==> src/rtl/quadencoder_gen.sv <==
// Quadrature encoder signal generator: signed velocity -> registered A/B/Z plus position count.
// Optional sticky overspeed flag is enabled by defining QUADENCODER_GEN_OVERSPEED_EN.
module quadencoder_gen #(
  parameter int BITS          = 32,
  parameter int RATE_BITS     = 32,
  parameter int PPR_COUNTS    = 4000,
  parameter int MIN_EDGE_CLKS = 2
) (
  input  logic                 clk,
  input  logic                 rst_n,
  input  logic                 enable,
  input  logic [RATE_BITS-1:0] velocity,
  input  logic                 load,
  input  logic [BITS-1:0]      load_value,
  input  logic                 overspeed_clr,
  output logic                 a,
  output logic                 b,
  output logic                 z,
  output logic [BITS-1:0]      position,
  output logic                 overspeed
);

  localparam int TW = $clog2(MIN_EDGE_CLKS + 1);
  localparam int RW = $clog2(PPR_COUNTS);
  localparam logic [TW-1:0]        TIMER_MAX = TW'(MIN_EDGE_CLKS);
  localparam logic [RW-1:0]        REV_LAST  = RW'(PPR_COUNTS - 1);
  localparam logic [RATE_BITS-1:0] MOST_NEG  = {1'b1, {(RATE_BITS-1){1'b0}}};
  localparam logic [RATE_BITS-1:0] MAX_POS   = {1'b0, {(RATE_BITS-1){1'b1}}};

  logic [RATE_BITS-1:0] acc;
  logic [RATE_BITS-1:0] mag;
  logic [RATE_BITS:0]   sum;
  logic [TW-1:0]        edge_timer;
  logic [RW-1:0]        rev_count;
  logic                 pending;
  logic                 pending_dir;
  logic                 pending_next;
  logic                 pending_dir_next;
  logic                 request;
  logic                 dir;
  logic                 ready;
  logic                 step;
  logic                 step_dir;
  logic                 drop;

  // Magnitude of the command; the most negative value has no positive twin, so it saturates.
  always_comb begin
    if (velocity == MOST_NEG)    mag = MAX_POS;
    else if (velocity[RATE_BITS-1]) mag = -velocity;
    else                         mag = velocity;
  end

  assign sum     = {1'b0, acc} + {1'b0, mag};
  assign request = enable & sum[RATE_BITS];
  assign dir     = velocity[RATE_BITS-1];
  assign ready   = (edge_timer == TIMER_MAX);

  // A waiting step goes first; a fresh request then takes its place in the one-deep queue.
  always_comb begin
    // NOTE: every output of this block gets a default first so no latch is inferred.
    step             = 1'b0;
    step_dir         = dir;
    pending_next     = pending;
    pending_dir_next = pending_dir;
    drop             = 1'b0;
    if (!enable || load) begin
      pending_next = 1'b0;
    end else if (ready && pending) begin
      step             = 1'b1;
      step_dir         = pending_dir;
      pending_next     = request;
      pending_dir_next = dir;
    end else if (ready && request) begin
      step = 1'b1;
    end else if (request && !pending) begin
      pending_next     = 1'b1;
      pending_dir_next = dir;
    end else if (request) begin
      drop = 1'b1;
    end
  end

  always_ff @(posedge clk or negedge rst_n) begin
    if (!rst_n) begin
      // NOTE: sequential state uses non-blocking assignments so all registers update together.
      a           <= 1'b0;
      b           <= 1'b0;
      z           <= 1'b0;
      position    <= '0;
      acc         <= '0;
      rev_count   <= '0;
      pending     <= 1'b0;
      pending_dir <= 1'b0;
      edge_timer  <= TIMER_MAX;
    end else begin
      z           <= enable & (rev_count == '0);
      pending     <= pending_next;
      pending_dir <= pending_dir_next;
      if (step)       edge_timer <= TW'(1);
      else if (!ready) edge_timer <= edge_timer + TW'(1);
      if (load) begin
        position  <= load_value;
        rev_count <= '0;
        acc       <= '0;
      end else begin
        if (enable) acc <= sum[RATE_BITS-1:0];
        if (step) begin
          // AB walks 00->10->11->01 forward; the reverse walk is the mirror rotation.
          if (step_dir) begin
            a         <= b;
            b         <= ~a;
            position  <= position - BITS'(1);
            rev_count <= (rev_count == '0) ? REV_LAST : rev_count - RW'(1);
          end else begin
            a         <= ~b;
            b         <= a;
            position  <= position + BITS'(1);
            rev_count <= (rev_count == REV_LAST) ? '0 : rev_count + RW'(1);
          end
        end
      end
    end
  end

`ifdef QUADENCODER_GEN_OVERSPEED_EN
  always_ff @(posedge clk or negedge rst_n) begin
    if (!rst_n)             overspeed <= 1'b0;
    else if (overspeed_clr) overspeed <= 1'b0;
    else if (drop)          overspeed <= 1'b1;
  end
`else
  logic unused_ovs;
  assign unused_ovs = overspeed_clr ^ drop;
  assign overspeed  = 1'b0;
`endif

endmodule

==> config.mk <==
export PLATFORM = sky130hd
export DESIGN_NAME = quadencoder_gen
export DESIGN_NICKNAME = d
export VERILOG_FILES = /design/src/rtl/quadencoder_gen.sv
export SDC_FILE = /design/constraint.sdc
export NUM_CORES = 1
export LEC_CHECK = 0
export BUFFER_PORTS_ARGS = -buffer_cell sky130_fd_sc_hd__buf_4
export CORE_MARGIN = 5
export CORE_UTILIZATION = 64
export DETAILED_ROUTE_END_ITERATION = 12
export GPL_ROUTABILITY_DRIVEN = 0
export PLACE_DENSITY = 0.88
export SYNTH_ARGS = -nofsm -noshare
export SYNTH_HDL_FRONTEND = slang
export SYNTH_SLANG_ARGS = --single-unit
==> constraint.sdc <==
create_clock -name clk -period 9.8 [get_ports clk]
set_clock_uncertainty 0.15 [all_clocks]
set_input_delay 2.45 -clock clk [delete_from_list [all_inputs] [get_ports clk]]
set_output_delay 2.45 -clock clk [all_outputs]
set_load 0.03 [all_outputs]
==> impl_results.md <==
- Pleak: 4.23 nW
- Commonest non-fill, non-tap cells in the layout: nand2_1, buf_4, nor2_1, dfrtp_1, a21oi_1
- Power per cell area: 156 nW/um^2
- Worst Setup Start Kind: input port
- Max Freq: 0.127 GHz
- Tot Pwr: 0.00138 W
- Number of global-route vias before repair: 7353
- Critical path arrival: 8000 ps
- CP endpoint kind: register
- ANT cells: 0
- Die width: 120 um
- Final hold vios: 0
- Pre-CTS setup slack: 1610 ps
- Vias per cell: 6.28
- Slowest stage cell, crit path: nand3_2
- HP Start: pending_dir
- Cell count of the worst reg-to-reg path: 18
- Post-route DRC: 0
- H-tree depth: 3
- Total track usage: 0.273
- Rows: 40
- PostCTS Resize Cnt: 0
- R2R Path End: position[31]
- Total core area: 12000 sq um
- IO buf count: 102
- Part of the cycle the worst path needs: 0.806
- Bufs on Longest Clock Path: 2
- Critical path type: in2reg
- Mapped Cells: 957
- Post-Synthesis Net Count: 1096
- Antenna violations before repair: 0
- Drt total wl: 19.7 mm
- Initial detailed-routing violation count: 554
- Most used cell, CP: or2_4
- Cells on Worst Hold Path: 1
- CP Max Fanout: 51
- FF-to-FF setup slack: 4830 ps
- First drt pass iteration count: 5
- TritonCTS buffer count: 9
- Seq/Total Area, Yosys: 0.267
- Grt total ovfl: 0
- IO Pins: 105
- Wire length per cell: 16.6 um
- Slew Viols, Final: 0
- Crit path time final: 7900 ps
- Largest net degree at the start of global routing: 84
- Global-route wire length before repair: 33.3 mm
- Most common flop cell mapped by yosys: dfrtp_1
- Layout cell share with drive strength beyond 1: 0.133
- Clk_lat worst skew: 340 ps
- Crit-path max cell delay: 840 ps
- Worst slew pin tran: 1080 ps
- # Max-Cap Violations: 0
- Clk sinks: 83
- DRT antenna net count: 0
- RSZ-0062 raised after global routing: no
- Die height: 120 um
- # hold bufs at CTS: 0
- Slew headroom: 0.278
- Layout area overhead: 13.9%
- Vias post-DR: 7460
- Die Area: 14500 sq um
- RR Startpoint: edge_timer[1]
- Netlist Area Pre-Place: 7780 sq um
- Initial core utilization: 0.651
- Critical-path cell list: buf_4, or4_4, or4_1, or3b_1, or2_4, nand2b_4, or2_4, nand2_1, ha_1, fa_1, a211oi_1, o21ai_1, a311o_1, nand3_1, nand4_1, nand3_2, or3_1, a21oi_1
- Root Buffer Master: clkbuf_16
- Postcts setup bufs: 0
- Dpl hpwl: 14.0 mm
- Syn. warnings: 0
- Clock transition at path regs: 60 ps
- Total Nets Final: 1175
- Hold_ws: 356 ps
- # setup viols final: 0
- CP required: 9900 ps
- Cell variety after synth: 75
- Post-synthesis async set-or-reset flop share: 1.00
- Post-synth EDFFs: 0
- Avg Cell Area, Syn: 8.13 sq um
- Seq cells post-synth: 83
- Setup TNS Final: 0 ps
- Run status: complete, no violations
- Peak supply drop: 76.3 uV
- Min-delay worst type: reg2reg
- Setup ws final: 1900 ps
- Hold endpoint: pending_dir
- CTS tree: yes
[worst max-delay path by stage]
| stage | start | to | slack, ps | depth (start not counted) |
|---|---|---|---|---|
| 3_5_place_dp | velocity[11] | rev_count[6] | 1610 | 18 |
| 2_1_floorplan | velocity[11] | acc[29] | 2480 | 18 |
| 3_3_place_gp | velocity[11] | rev_count[6] | 1680 | 18 |
| 4_1_cts | velocity[11] | rev_count[6] | 1930 | 18 |
| 5_1_grt | velocity[11] | rev_count[7] | 1560 | 17 |
| 6_report | velocity[11] | rev_count[6] | 1900 | 18 |
[worst max-delay path, delay by kind of cell]
kind | cells | cell delay [ps]
AO/OA/AOI/OAI | 4 | 710
adder cells (fa/ha/maj) | 2 | 470
AND/OR/NAND/NOR | 11 | 4230
buffers and inverters | 1 | 120
[area by class of cell]
type,instances,area (sq um)
repair buffers,106,796
inverters,26,97.6
well taps,147,184
multi-input cells,810,5430
clock inverters,4,26.3
fillers,933,3100
flip-flops and latches,83,2080
clock buffers,12,246
[Yosys cell counts, types with 4 or more instances]
cell      number  area share
a211oi_1      24       0.023
a21o_1        27       0.026
a21oi_1       77       0.050
a221o_1        9       0.012
a22o_1         4      0.0045
a22oi_1       15       0.014
a31oi_1       10      0.0080
and2_1         9      0.0072
and3_1         8      0.0064
buf_1          5      0.0024
clkbuf_1      28       0.014
dfrtp_1       82        0.26
ha_1          68        0.11
inv_1         26       0.013
mux2i_1       20       0.026
nand2_1      106       0.051
nand2b_1       7      0.0056
nand3_1       20       0.013
nand4_1       13       0.010
nor2_1        84       0.041
nor2b_1        4      0.0032
nor3_1        14      0.0090
nor4_1         5      0.0040
o211ai_1       8      0.0077
o21a_1         9      0.0087
o21ai_0       76       0.049
o21bai_1       9      0.0087
o221ai_1       6      0.0068
o22ai_1        9      0.0072
o31ai_1       14       0.014
o41ai_1        5      0.0056
or3_1         11      0.0088
xnor2_1       29       0.033
xor2_1        52       0.059
[cell families (layout without fill, tap and decap cells)]
family | after synthesis | count (layout) | synth area share
buf+inv | 64 | 148 | 0.0354
flops | 83 | 83 | 0.267
other cells | 1 | 1 | 0.000482
compound gates | 329 | 329 | 0.276
xor+xnor | 81 | 81 | 0.0912
mux | 22 | 22 | 0.0286
simple gates | 306 | 306 | 0.186
fa+ha+maj | 71 | 71 | 0.116
[sequential cells by signal, summed over array words and instances (netlist names)]
signal and flops:
acc 32, position 32, rev_count 12, edge_timer 2
a 1, b 1, pending 1, pending_dir 1
z 1
[through the flow]
step | utilization | instances | instance area, sq um
floorplan | - | 957 | 7780
global placement | 0.718 | 1172 | 8590
detailed placement | 0.718 | 1172 | 8590
CTS | 0.741 | 1188 | 8860
global route | 0.741 | 1188 | 8860
finish | 0.741 | 1188 | 8860
[routing by layer]
metal	global-route usage	vias to the layer above	share of wire
li1	-	3708	-
met1	0.354	3493	0.45
met2	0.472	233	0.48
met3	0.0407	26	0.058
met4	0.0857	0	0.014
met5	0	-	0
[power breakdown]
group,internal [W],switching (W)
Clock,0.000179,0.000142
Sequential,0.000390,0.0000344
Combinational,0.000270,0.000362
Power figures use the tool's default switching activity.
